$ cat src/rtl/seg_scan_decoder_pkg.sv
// ============================================================================
// seg_pkg : shared 7-segment pattern constants and codes (encoder/decoder)
// Rev 1.0 : initial release
// ============================================================================
`default_nettype none

package seg_pkg;

  // Active-low patterns {a,b,c,d,e,f,g,dp}, dp off
  localparam logic [7:0] SEG_0   = 8'h03;
  localparam logic [7:0] SEG_1   = 8'h9F;
  localparam logic [7:0] SEG_2   = 8'h25;
  localparam logic [7:0] SEG_3   = 8'h0D;
  localparam logic [7:0] SEG_4   = 8'h99;
  localparam logic [7:0] SEG_5   = 8'h49;
  localparam logic [7:0] SEG_6   = 8'h41;
  localparam logic [7:0] SEG_7   = 8'h1F;
  localparam logic [7:0] SEG_8   = 8'h01;
  localparam logic [7:0] SEG_9   = 8'h09;
  localparam logic [7:0] SEG_DEF = 8'h91;

  localparam logic [3:0] DIG_DEF = 4'hF;
  localparam logic [3:0] DIG_BAD = 4'hE;

  typedef enum logic [1:0] {
    AN_BLANK   = 2'd0,
    AN_VALID   = 2'd1,
    AN_INVALID = 2'd2
  } an_class_e;

endpackage

`default_nettype wire

$ cat src/rtl/seg_scan_decoder_if.sv
// ============================================================================
// seg_scan_decoder_if : scanned 7-segment bus in, decoded frame out
// Rev 1.0 : initial release
// ============================================================================
`default_nettype none

interface seg_scan_decoder_if #(
  parameter int NDIG = 4
);
  logic [7:0]        iSeg;
  logic [NDIG-1:0]   iAn;
  logic [4*NDIG-1:0] oDigits;
  logic [NDIG-1:0]   oDp;
  logic [NDIG-1:0]   oBad;
  logic              oFrameValid;
  logic              oAnErr;

  modport master (
    output iSeg, iAn,
    input  oDigits, oDp, oBad, oFrameValid, oAnErr
  );

  modport slave (
    input  iSeg, iAn,
    output oDigits, oDp, oBad, oFrameValid, oAnErr
  );
endinterface

`default_nettype wire

$ cat src/rtl/seg_scan_decoder_decode.sv
// ============================================================================
// seg_pattern_decode : 7-bit active-low segment pattern -> {code, bad}
// Rev 1.0 : initial release
// ============================================================================
`default_nettype none

module seg_pattern_decode
  import seg_pkg::*;
(
  input  logic [6:0] pat_i,
  output logic [3:0] code_o,
  output logic       bad_o
);

  always_comb begin
    code_o = DIG_BAD;
    bad_o  = 1'b1;
    case (pat_i)
      SEG_0[7:1]:   begin code_o = 4'd0;    bad_o = 1'b0; end
      SEG_1[7:1]:   begin code_o = 4'd1;    bad_o = 1'b0; end
      SEG_2[7:1]:   begin code_o = 4'd2;    bad_o = 1'b0; end
      SEG_3[7:1]:   begin code_o = 4'd3;    bad_o = 1'b0; end
      SEG_4[7:1]:   begin code_o = 4'd4;    bad_o = 1'b0; end
      SEG_5[7:1]:   begin code_o = 4'd5;    bad_o = 1'b0; end
      SEG_6[7:1]:   begin code_o = 4'd6;    bad_o = 1'b0; end
      SEG_7[7:1]:   begin code_o = 4'd7;    bad_o = 1'b0; end
      SEG_8[7:1]:   begin code_o = 4'd8;    bad_o = 1'b0; end
      SEG_9[7:1]:   begin code_o = 4'd9;    bad_o = 1'b0; end
      SEG_DEF[7:1]: begin code_o = DIG_DEF; bad_o = 1'b0; end
      default:      begin code_o = DIG_BAD; bad_o = 1'b1; end
    endcase
  end

endmodule

`default_nettype wire

$ cat src/rtl/seg_scan_decoder.sv
// ============================================================================
// seg_scan_decoder : recovers BCD digits/dp from a scanned 7-segment bus
// Rev 1.0 : initial release
// ============================================================================
`default_nettype none

module seg_scan_decoder
  import seg_pkg::*;
#(
  parameter int NDIG       = 4,
  parameter int STABLE_CYC = 4,
  parameter int CNT_W      = 3
) (
  input  logic                iClk,
  input  logic                iRst,
  seg_scan_decoder_if.slave   bus
);

  localparam int              SW    = 8 + NDIG;
  localparam logic [CNT_W-1:0] c_SAT = CNT_W'(STABLE_CYC);
  localparam logic [CNT_W-1:0] c_PRE = CNT_W'(STABLE_CYC - 2);

  logic [SW-1:0]     sample_q, prev_q;
  logic [CNT_W-1:0]  cnt_q, cnt_d;
  logic [NDIG-1:0]   seen_q, seen_d;
  logic [4*NDIG-1:0] shd_dig_q, shd_dig_d;
  logic [NDIG-1:0]   shd_dp_q, shd_dp_d, shd_bad_q, shd_bad_d;
  logic [4*NDIG-1:0] digits_q;
  logic [NDIG-1:0]   dp_q, bad_q;
  logic              fv_q, anerr_q;

  logic [NDIG-1:0]   an_w, sel_w, seen_set_w;
  logic [7:0]        seg_w;
  logic [3:0]        code_w;
  logic              bad_w, run_ok_w, cap_w, frame_w;
  an_class_e         cls_w;

  assign an_w  = sample_q[NDIG-1:0];
  assign seg_w = sample_q[SW-1:NDIG];
  assign sel_w = ~an_w;

  always_comb begin
    if (&an_w)
      cls_w = AN_BLANK;
    else if ((sel_w & (sel_w - NDIG'(1))) == '0)
      cls_w = AN_VALID;
    else
      cls_w = AN_INVALID;
  end

  seg_pattern_decode u_decode (
    .pat_i  (seg_w[7:1]),
    .code_o (code_w),
    .bad_o  (bad_w)
  );

  // The capture fires on the single cycle the run counter steps into STABLE_CYC-1
  assign run_ok_w = (sample_q == prev_q) && (cls_w == AN_VALID);
  assign cap_w    = run_ok_w && (cnt_q == c_PRE);

  always_comb begin
    cnt_d = '0;
    if (run_ok_w)
      cnt_d = (cnt_q == c_SAT) ? cnt_q : cnt_q + CNT_W'(1);
  end

  always_comb begin
    shd_dig_d  = shd_dig_q;
    shd_dp_d   = shd_dp_q;
    shd_bad_d  = shd_bad_q;
    for (int k = 0; k < NDIG; k++) begin
      if (cap_w && sel_w[k]) begin
        shd_dig_d[4*k +: 4] = code_w;
        shd_dp_d[k]         = ~seg_w[0];
        shd_bad_d[k]        = bad_w;
      end
    end
    seen_set_w = seen_q | (cap_w ? sel_w : '0);
    frame_w    = cap_w && (&seen_set_w);
    seen_d     = frame_w ? '0 : seen_set_w;
  end

  always_ff @(posedge iClk or posedge iRst) begin
    if (iRst) begin
      sample_q  <= '1;
      prev_q    <= '1;
      cnt_q     <= '0;
      seen_q    <= '0;
      shd_dig_q <= '0;
      shd_dp_q  <= '0;
      shd_bad_q <= '0;
      digits_q  <= '0;
      dp_q      <= '0;
      bad_q     <= '0;
      fv_q      <= 1'b0;
      anerr_q   <= 1'b0;
    end else begin
      sample_q  <= {bus.iSeg, bus.iAn};
      prev_q    <= sample_q;
      cnt_q     <= cnt_d;
      seen_q    <= seen_d;
      shd_dig_q <= shd_dig_d;
      shd_dp_q  <= shd_dp_d;
      shd_bad_q <= shd_bad_d;
      fv_q      <= frame_w;
      anerr_q   <= (cls_w == AN_INVALID);
      if (frame_w) begin
        digits_q <= shd_dig_d;
        dp_q     <= shd_dp_d;
        bad_q    <= shd_bad_d;
      end
    end
  end

  assign bus.oDigits     = digits_q;
  assign bus.oDp         = dp_q;
  assign bus.oBad        = bad_q;
  assign bus.oFrameValid = fv_q;
  assign bus.oAnErr      = anerr_q;

endmodule

`default_nettype wire

$ cat src/flat_wrapper.sv
// flat-port wrapper written by rule: the top's interface ports become plain ports
module seg_scan_decoder_flat import seg_pkg::*;
#(
  parameter int NDIG       = 4,
  parameter int STABLE_CYC = 4,
  parameter int CNT_W      = 3
)
  (iClk, iRst, bus_iSeg, bus_iAn, bus_oDigits, bus_oDp, bus_oBad, bus_oFrameValid, bus_oAnErr);
  seg_scan_decoder_if #(.NDIG(NDIG)) bus_i ();
  input  logic iClk;
  input  logic iRst;
  input wire logic [$bits(bus_i.iSeg)-1:0] bus_iSeg;
  input wire logic [$bits(bus_i.iAn)-1:0] bus_iAn;
  output wire logic [$bits(bus_i.oDigits)-1:0] bus_oDigits;
  output wire logic [$bits(bus_i.oDp)-1:0] bus_oDp;
  output wire logic [$bits(bus_i.oBad)-1:0] bus_oBad;
  output wire logic [$bits(bus_i.oFrameValid)-1:0] bus_oFrameValid;
  output wire logic [$bits(bus_i.oAnErr)-1:0] bus_oAnErr;
  assign bus_i.iSeg = bus_iSeg;
  assign bus_i.iAn = bus_iAn;
  assign bus_oDigits = bus_i.oDigits;
  assign bus_oDp = bus_i.oDp;
  assign bus_oBad = bus_i.oBad;
  assign bus_oFrameValid = bus_i.oFrameValid;
  assign bus_oAnErr = bus_i.oAnErr;
  seg_scan_decoder #(.NDIG(NDIG), .STABLE_CYC(STABLE_CYC), .CNT_W(CNT_W)) u_core (.iClk(iClk), .iRst(iRst), .bus(bus_i));
endmodule
$ cat config.mk
export PLATFORM = sky130hd
export DESIGN_NAME = seg_scan_decoder_flat
export DESIGN_NICKNAME = d
export VERILOG_FILES = /design/src/rtl/seg_scan_decoder_pkg.sv /design/src/rtl/seg_scan_decoder_if.sv /design/src/rtl/seg_scan_decoder_decode.sv /design/src/rtl/seg_scan_decoder.sv /design/src/flat_wrapper.sv
export SDC_FILE = /design/constraint.sdc
export NUM_CORES = 1
export LEC_CHECK = 0
export BUFFER_PORTS_ARGS = -buffer_cell sky130_fd_sc_hd__buf_2
export CORE_MARGIN = 2
export CORE_UTILIZATION = 25
export DETAILED_ROUTE_END_ITERATION = 8
export HOLD_SLACK_MARGIN = 0.03
export PLACE_DENSITY = 0.41
export SYNTH_ARGS = -nofsm -noshare
export SYNTH_HDL_FRONTEND = slang
export SYNTH_HIERARCHICAL = 1
export SYNTH_SLANG_ARGS = --single-unit
$ cat constraint.sdc
create_clock -name iClk -period 3.4 [get_ports iClk]
set_input_delay 0.51 -clock iClk [delete_from_list [all_inputs] [get_ports iClk]]
set_output_delay 0.51 -clock iClk [all_outputs]
set_load 0.03 [all_outputs]
==> impl_metrics.ini, run 1 <==
[finish]
final_layout_size_suffix_gt1_frac = 0.447
final_cells = 478
areaGrowthSynthToFinish_pct = 20.9
nNetsFinal = 314
utilization = 0.313
diodes = 0

[synthesis]
synth_top_area_share = 0.413
post-synth-top-count-cell = dfrtp_1
syn-num-nets = 271
ys_warn_count = 6
synthCells = 254
synth_area_sq_um = 3460
yosysTopAreaCell = dfrtp_1
ys_seq_elements = 81
synth_edf_count = 0
avgSynthCellArea_sq_um = 13.6
synth_area_leaders = dfrtp_1 (41%), dfstp_2 (18%), mux2_2 (12%)
ys.flop_type = dfrtp_1
synth_common_cells = dfrtp_1 (57), mux2_2 (36), dfstp_2 (24)
postSynth.asyncResetShare = 1.00
ys_seq_area_frac = 0.595
synth.distinct_cells = 51

[route]
route.detailed.drc = 0
wire_per_inst_um = 15.1
vias = 2074
routed_wl_um = 7230
via_per_inst = 4.34
drt_iter0_markers = 81
first_pass_iters = 4
antenna_left = 0

[placement]
port_buffers = 39
dpl.cell_count = 462
hpwl_um = 4970
dpl_worst_slack_ns = 0.472
gp_congestion = 0.837

[run_status]
status = finished clean

[worst_setup_path]
max_stage_delay_ns = 0.62
reg2reg_from = u_core/sample_q[1]$_DFF_PP1_
regToRegSetupSlack_ns = 0.51
cpMaxStageDelayCell = dfstp_2
reg2reg_depth = 6
cp_max_fo = 7
cp_cell_sequence = and3_1, a21oi_2, or4_4, nor4_4, mux2_2, mux2_1
required_ns = 3.62
endpoint_kind = flop
cp.arrival_ns = 3.11
worstSetupStartpointType = flop
crit_type = flop to flop
rr_endpoint = u_core/bus.oDigits[3]$_DFFE_PP0P_

[timing]
tightest_slew_ns = 0.662
relSlewSlack = 0.558
period_minus_slack_ns = 2.89
max_freq_ghz = 0.346
report.final.slew_viol_count = 0
post-route-period-util = 0.849
setup_ws_ns = 0.514
setup_viol_count_final = 0
hold_violations = 0
hold_slack_ns = 0.251
rsz0062_at_grt = no
finalSetupTns_ns = 0
finClkSkew_ns = 0.00908

[clock_network]
cts_tree = built
cts_buffers = 9
clock_latency_ns = 0.34
h-tree-depth = 3
cts.sinks = 81
clock_path_buffers = 2
path_clk_slew_ns = 0.06
cts_setup_buffers = 0
hold_buffers = 0
cts_root_buf = clkbuf_16
cts_resized = 0

[hold_path]
hp-class = primary input to async pin

[pwr]
cellLeakagePower_uw = 0.00193
vdd.ir_drop.worst_mv = 0.302
powerDensity_nw_per_um2 = 517

[floorplan]
rows = 42
start_util = 0.259
dieArea_sq_um = 14800
coreArea_sq_um = 13300
ios = 40
die_h_um = 122
die_x_um = 122

[global_routing]
grt_use_total = 0.109
grt_pass1_vias = 2170
overflow = 0
grt_start_max_net_pins = 47
grt_antenna_before_repair = 0
grt_pass1_wl_um = 12000

[job]
maxCapViolCount = 0
==> critical path, delay by kind of cell (launching register included) <==
kind             cells  cell delay, ns
AO/OA/AOI/OAI        1            0.08
flip-flops           1            0.62
multiplexers         2            0.71
AND/OR/NAND/NOR      3            1.36
==> layer usage <==
metal | global-route usage | wire length (um) | up-vias
li1 | - | - | 994
met3 | 0.0478 | 356 | 9
met2 | 0.158 | 3180 | 50
met4 | 0.0366 | 110 | 0
met5 | 0 | 0 | -
met1 | 0.147 | 3580 | 1021
==> how the worst max path moves through the flow <==
stage,start,endpoint,slack (ns)
2_1_floorplan,u_core/sample_q[7]$_DFF_PP1_,u_core/bus.oBad[3]$_DFFE_PP0P_,0.78
3_5_place_dp,u_core/sample_q[1]$_DFF_PP1_,u_core/bus.oDigits[0]$_DFFE_PP0P_,0.47
5_1_grt,u_core/sample_q[1]$_DFF_PP1_,u_core/bus.oDigits[0]$_DFFE_PP0P_,0.34
6_report,u_core/sample_q[1]$_DFF_PP1_,u_core/bus.oDigits[3]$_DFFE_PP0P_,0.51
3_3_place_gp,u_core/sample_q[1]$_DFF_PP1_,u_core/bus.oDigits[0]$_DFFE_PP0P_,0.50
4_1_cts,u_core/sample_q[1]$_DFF_PP1_,u_core/bus.oDigits[3]$_DFFE_PP0P_,0.45
==> sequential cells by signal (all words and copies together), names as in the netlist, 4 cells and up <==
| register | flops |
|---|---|
| u_core/bus.oBad | 4 |
| u_core/bus.oDigits | 16 |
| u_core/sample_q | 12 |
| u_core/shd_dig_q | 16 |
| u_core/bus.oDp | 4 |
| u_core/prev_q | 12 |
| u_core/seen_q | 4 |
| u_core/shd_bad_q | 4 |
| u_core/shd_dp_q | 4 |
==> report_power, final <==
part	internal, uW	switching [uW]
clock	649	410
combinational	31.5	49.9
sequential	992	25.8
total	1670	485
==> per-stage QoR <==
step | power [uW] | cell area [sq um]
after floorplan | 1090 | 3460
after global routing | 2260 | 4180
after CTS | 2210 | 4180
after global placement | 1120 | 3850
final | 2160 | 4180
after detailed placement | 1120 | 3850
==> placed cells by master (no fill, tap or decap), types with 2 or more instances in the layout <==
master,n
clkbuf_16,9
nor2b_1,2
nand3_1,2
ha_1,3
a211o_1,2
dfstp_2,24
and3_1,3
nor3_1,6
nand2_1,11
nor2_1,18
o21ai_0,5
mux2_2,36
a211oi_1,2
mux2_1,8
inv_1,7
nand4_1,2
or3_1,3
buf_12,2
nor4_4,3
clkinv_4,2
bufinv_16,2
a31oi_1,2
a21oi_1,3
nor3b_1,2
buf_2,39
or4_4,2
dfrtp_1,57
o22ai_1,5
clkinv_2,2
inv_6,2
o21bai_1,2
xnor2_1,13
==> layout make-up <==
class | instances | area (sq um)
Clock buffer | 9 | 225
Clock inverter | 7 | 100
Fill cell | 1366 | 9170
Inverter | 8 | 31.3
Multi-Input combinational cell | 155 | 1300
Sequential cell | 81 | 2060
Tap cell | 176 | 220
Timing Repair Buffer | 42 | 243
==> cell families (layout without fill, tap and decap cells) <==
family | after synthesis | after routing | share of synthesized area
compound gates | 27 | 27 | 0.0597
xor+xnor | 14 | 14 | 0.0355
fa+ha+maj | 4 | 4 | 0.0138
buf+inv | 18 | 66 | 0.0282
flops | 81 | 81 | 0.595
mux | 44 | 44 | 0.143
simple gates | 66 | 66 | 0.124
(Power assumes the default switching activity.)
==> run 2: changes to the inputs <==
- PLACE_DENSITY: 0.41 -> 0.42
- clock period: 3.4 -> 2.4 ns (I/O delays scaled with it)
==> impl_metrics.ini, run 2 (same netlist as run 1, synthesis figures left out) <==
[run_status]
status = complete, but fails checks
failed_checks = setup timing

[worst_setup_path]
regToRegSetupSlack_ns = -0.04
cpMaxStageDelayCell = dfstp_2
critPathBufInv = 4
crit_type = flop to flop
cp_cell_sequence = xnor2_2, nand2_2, buf_6, nor4_4, buf_6, a31oi_4, nor3_4, buf_12, clkbuf_16, mux2_2
worstSetupStartpointType = flop
cp.arrival_ns = 2.66
cpMostUsedCell = buf_6
max_stage_delay_ns = 0.58
required_ns = 2.62
critPathTopFamily = buffers and inverters
endpoint_kind = flop
cp_max_fo = 7

[timing]
relSlewSlack = 0.642
setup_viol_count_final = 23
hold_violations = 0
setup_ws_ns = -0.0403
finalSetupTns_ns = -0.501
post-route-period-util = 1.02
report.final.slew_viol_count = 0
rsz0062_at_grt = yes
max_freq_ghz = 0.410
period_minus_slack_ns = 2.44
finClkSkew_ns = 0.00781
tightest_slew_ns = 0.535

[pwr]
vdd.ir_drop.worst_mv = 0.448
cellLeakagePower_uw = 0.00217
powerDensity_nw_per_um2 = 658

[route]
first_pass_iters = 4
routed_wl_um = 8000
antenna_left = 0
vias = 2231
via_per_inst = 4.30
drt_iter0_markers = 72
route.detailed.drc = 0
wire_per_inst_um = 15.4

[placement]
dpl.cell_count = 495
hpwl_um = 5330
gp_congestion = 0.793
port_buffers = 39

[floorplan]
ios = 40
dieArea_sq_um = 14800
die_x_um = 122
die_h_um = 122
start_util = 0.259
coreArea_sq_um = 13300
rows = 42

[global_routing]
grt_pass1_wl_um = 12700
grt_antenna_before_repair = 0
overflow = 0
grt_use_total = 0.114
grt_pass1_vias = 2390
grt_start_max_net_pins = 43

[finish]
utilization = 0.352
final_cells = 519
final_common_cell = dfrtp_1
final_cell_mix = dfrtp_1 (57), buf_2 (39), buf_4 (32)
final_layout_size_suffix_gt1_frac = 0.560
diodes = 0
nNetsFinal = 355
areaGrowthSynthToFinish_pct = 36.1

[clock_network]
path_clk_slew_ns = 0.06
h-tree-depth = 3
cts_root_buf = clkbuf_16
cts_buffers = 9
clock_path_buffers = 2
cts.sinks = 81
cts_tree = built
clock_latency_ns = 0.34

[job]
maxCapViolCount = 0

[hold_path]
hp-class = primary input to async pin
==> run 2: repair_timing <==
item	in CTS	in global routing
endpoints found under the setup margin	24	24
setup buffers	1	4
gates cloned	0	3
pin swaps	1	4
resized for setup	3	15
hold endpoints to repair	0	0
hold buffers	0	0
==> run 2: cell type report <==
| class | instances | area [sq um] |
|---|---|---|
| clock buffer | 12 | 246 |
| clock inverter | 4 | 76.3 |
| fill | 1363 | 8640 |
| inverter | 8 | 33.8 |
| multi-input combinational | 155 | 1440 |
| sequential | 81 | 2060 |
| tap | 176 | 220 |
| timing repair buffer | 83 | 633 |
==> run 2: stage by stage <==
stage | instance area [sq um] | hold WS [ns] | setup WS (ns) | power [uW]
6_report | 4700 | 0.0585 | -0.0403 | 3100
3_5_place_dp | 4180 | 0.391 | -0.0898 | 1620
4_1_cts | 4520 | 0.0693 | -0.0679 | 3140
5_1_grt | 4700 | 0.0841 | -0.136 | 3220
3_3_place_gp | 4180 | 0.396 | -0.0593 | 1620
2_1_floorplan | 3530 | 0.360 | -0.0729 | 1540
==> run 2: worst register-to-register path, cell delays in order (launching register included) <==
cell	delay, ns
dfstp_2	0.58
xnor2_2	0.13
nand2_2	0.08
buf_6	0.12
nor4_4	0.27
buf_6	0.17
a31oi_4	0.11
nor3_4	0.23
buf_12	0.15
clkbuf_16	0.15
mux2_2	0.33
==> run 2: layer usage <==
layer | vias to the layer above | global-route usage | routed length [um] | share of wire
li1 | 1062 | - | - | -
met1 | 1121 | 0.155 | 3800 | 0.48
met2 | 40 | 0.169 | 3710 | 0.46
met3 | 8 | 0.0440 | 394 | 0.049
met4 | 0 | 0.0323 | 90 | 0.011
met5 | - | 0 | 0 | 0
==> run 2: power breakdown <==
group          switching, uW  leakage [uW]  internal (uW)
Sequential              18.5       0.00105           1400
Combinational           99.9      0.000972           76.7
Clock                    552      0.000153            944
==> run 2: path summary, 6_finish.rpt <==
check,from,cells after the start,to
max,u_core/sample_q[3]$_DFF_PP1_,10,u_core/bus.oDp[3]$_DFFE_PP0P_
min,iRst,2,u_core/bus.oDigits[10]$_DFFE_PP0P_
max reg2reg,u_core/sample_q[3]$_DFF_PP1_,10,u_core/bus.oDp[3]$_DFFE_PP0P_
min reg2reg,u_core/sample_q[4]$_DFF_PP1_,0,u_core/prev_q[4]$_DFF_PP1_
max in group asynchronous,iRst,3,u_core/prev_q[8]$_DFF_PP1_
min in group iClk,bus_iSeg[7],1,u_core/sample_q[11]$_DFF_PP1_
==> run 3: changes to the inputs <==
- CORE_UTILIZATION: 25 -> 52
- MAX_ROUTING_LAYER: not set -> met4
- PLACE_DENSITY: 0.42 -> 0.75
- RECOVER_POWER: not set -> 25
==> impl_metrics.ini, run 3 (same netlist as run 1, synthesis figures left out) <==
[run_status]
status = complete, but fails checks
failed_checks = setup timing

[floorplan]
coreArea_sq_um = 6390
ios = 40
die_h_um = 85.5
rows = 29
start_util = 0.541
dieArea_sq_um = 7310
die_x_um = 85.5

[finish]
diodes = 0
utilization = 0.681
final_cells = 416
areaGrowthSynthToFinish_pct = 25.9
final_area_sq_um = 4350
final_common_cell = dfrtp_1
final_cell_mix = dfrtp_1 (57), buf_2 (39), buf_4 (34)
final_layout_size_suffix_gt1_frac = 0.540
nNetsFinal = 351

[timing]
relSlewSlack = 0.659
period_minus_slack_ns = 2.48
tightest_slew_ns = 0.506
hold_violations = 0
max_freq_ghz = 0.403
rsz0062_at_grt = yes
setup_viol_count_final = 22
setup_ws_ns = -0.0828
post-route-period-util = 1.03
finClkSkew_ns = 0.00613
hold_slack_ns = 0.108
report.final.slew_viol_count = 0

[worst_setup_path]
reg2reg_from = u_core/sample_q[3]$_DFF_PP1_
rr_endpoint = u_core/bus.oBad[1]$_DFFE_PP0P_
cpMaxStageDelayCell = dfstp_2
endpoint_kind = flop
required_ns = 2.63
cp_max_fo = 6
critPathTopFamily = simple AND/OR/NAND/NOR gates
max_stage_delay_ns = 0.54
crit_type = flop to flop
reg2reg_depth = 8
critPathBufInv = 2
worstSetupStartpointType = flop
regToRegSetupSlack_ns = -0.08
cp.arrival_ns = 2.71
cpMostUsedCell = mux2_2
cp_cell_sequence = buf_4, maj3_1, a21oi_2, or4_4, nor4_4, buf_6, mux2_2, mux2_2

[placement]
gp_congestion = 0.960
hpwl_um = 4770
port_buffers = 39
placed_area_sq_um = 4020
dpl.cell_count = 395

[route]
vias = 2243
route.detailed.drc = 0
routed_wl_um = 6930
drt_iter0_markers = 83
antenna_left = 0
first_pass_iters = 4
wire_per_inst_um = 16.6
via_per_inst = 5.39

[pwr]
vdd.ir_drop.worst_mv = 0.501
comb_power_share = 0.061
switching_share = 0.212
powerDensity_nw_per_um2 = 639
cellLeakagePower_uw = 0.00208
p_int_uw = 2190
power_frac_seq = 0.510
switchingPower_uw = 590
fin_total_pwr_uw = 2780
p_clk_frac = 0.429

[hold_path]
hp-class = primary input to flop
holdPathStages = 1
worstHoldEndpoint = u_core/sample_q[10]$_DFF_PP1_
worstHoldStart = bus_iSeg[6]

[global_routing]
grt_start_max_net_pins = 33
grt_use_met3 = 0.0337
top_usage_layer = met2
grt_pass1_wl_um = 12200
use_met1 = 0.302
grt_pass1_vias = 2456
grt_use_total = 0.224
overflow = 0
gr-usage-met2 = 0.327
grt_antenna_before_repair = 0

[clock_network]
cts_root_buf = clkbuf_8
cts.sinks = 81
cts_tree = built
path_clk_slew_ns = 0.08
clock_path_buffers = 2
cts_buffers = 9
clock_latency_ns = 0.34
h-tree-depth = 3

[job]
maxCapViolCount = 0
run 3: cell count changes in the layout (fill, tap and decap cells not counted), sizes merged:
cell	delta
bufinv	+1
inv	-1
clkinv	+1
buf	-3
clkbuf	-3
dlygate4sd3	+1
run 3: worst max-delay path by stage:
stage | startpoint | to | slack (ns) | cells past startpoint
final | u_core/sample_q[3]$_DFF_PP1_ | u_core/bus.oBad[1]$_DFFE_PP0P_ | -0.08 | 8
after floorplan | u_core/sample_q[0]$_DFF_PP1_ | u_core/bus.oDigits[0]$_DFFE_PP0P_ | -0.07 | 7
after global routing | u_core/sample_q[3]$_DFF_PP1_ | u_core/bus.oBad[1]$_DFFE_PP0P_ | -0.17 | 8
after detailed placement | u_core/sample_q[3]$_DFF_PP1_ | u_core/bus.oBad[1]$_DFFE_PP0P_ | -0.09 | 7
after CTS | u_core/sample_q[3]$_DFF_PP1_ | u_core/bus.oBad[1]$_DFFE_PP0P_ | -0.08 | 10
after global placement | u_core/sample_q[9]$_DFF_PP1_ | u_core/bus.oDigits[6]$_DFFE_PP0P_ | -0.05 | 7
run 3: routing by layer:
metal  up-vias  wire length [um]
met1      1110              3130
met3        17               308
li1       1056                 -
met2        60              3290
met4         0               196
met5         -                 0
run 3: area by class of cell:
cell class	instances	area, sq um
Tap cell	77	96.3
Clock inverter	5	103
Multi-Input combinational cell	155	1400
Fill cell	474	2030
Sequential cell	81	2060
Clock buffer	11	141
Inverter	8	33.8
Timing Repair Buffer	79	517
run 3: metrics by stage:
| stage | TNS [ns] | setup WS, ns |
|---|---|---|
| floorplan | -1.27 | -0.0729 |
| global placement | -0.674 | -0.0471 |
| detailed placement | -1.77 | -0.0927 |
| CTS | -1.42 | -0.0807 |
| global route | -3.02 | -0.166 |
| finish | -0.569 | -0.0828 |
run 3: repair_timing:
| item | CTS | global route |
|---|---|---|
| buffers inserted | 3 | 3 |
| hold buffers | 1 | 0 |
| cloned | 1 | 0 |
| endpoints found under the setup margin | 24 | 24 |
| endpoints found under the hold margin | 2 | 0 |
| pin swaps | 4 | 2 |
| gates resized for setup | 11 | 5 |
run 3: worst register-to-register path: cells and delay by family (launching register included):
family | cells | cell delay, ns
compound gates | 1 | 0.09
fa+ha+maj | 1 | 0.17
buf+inv | 2 | 0.30
flops | 1 | 0.54
mux | 2 | 0.62
simple gates | 2 | 0.64
run 3: power groups by stage:
stage	Clock, uW	Sequential (uW)	Combinational (uW)
floorplan	0	1450	94.6
global placement	0	1450	159
detailed placement	0	1450	162
CTS	1220	1420	164
global route	1270	1420	186
finish	1190	1420	169
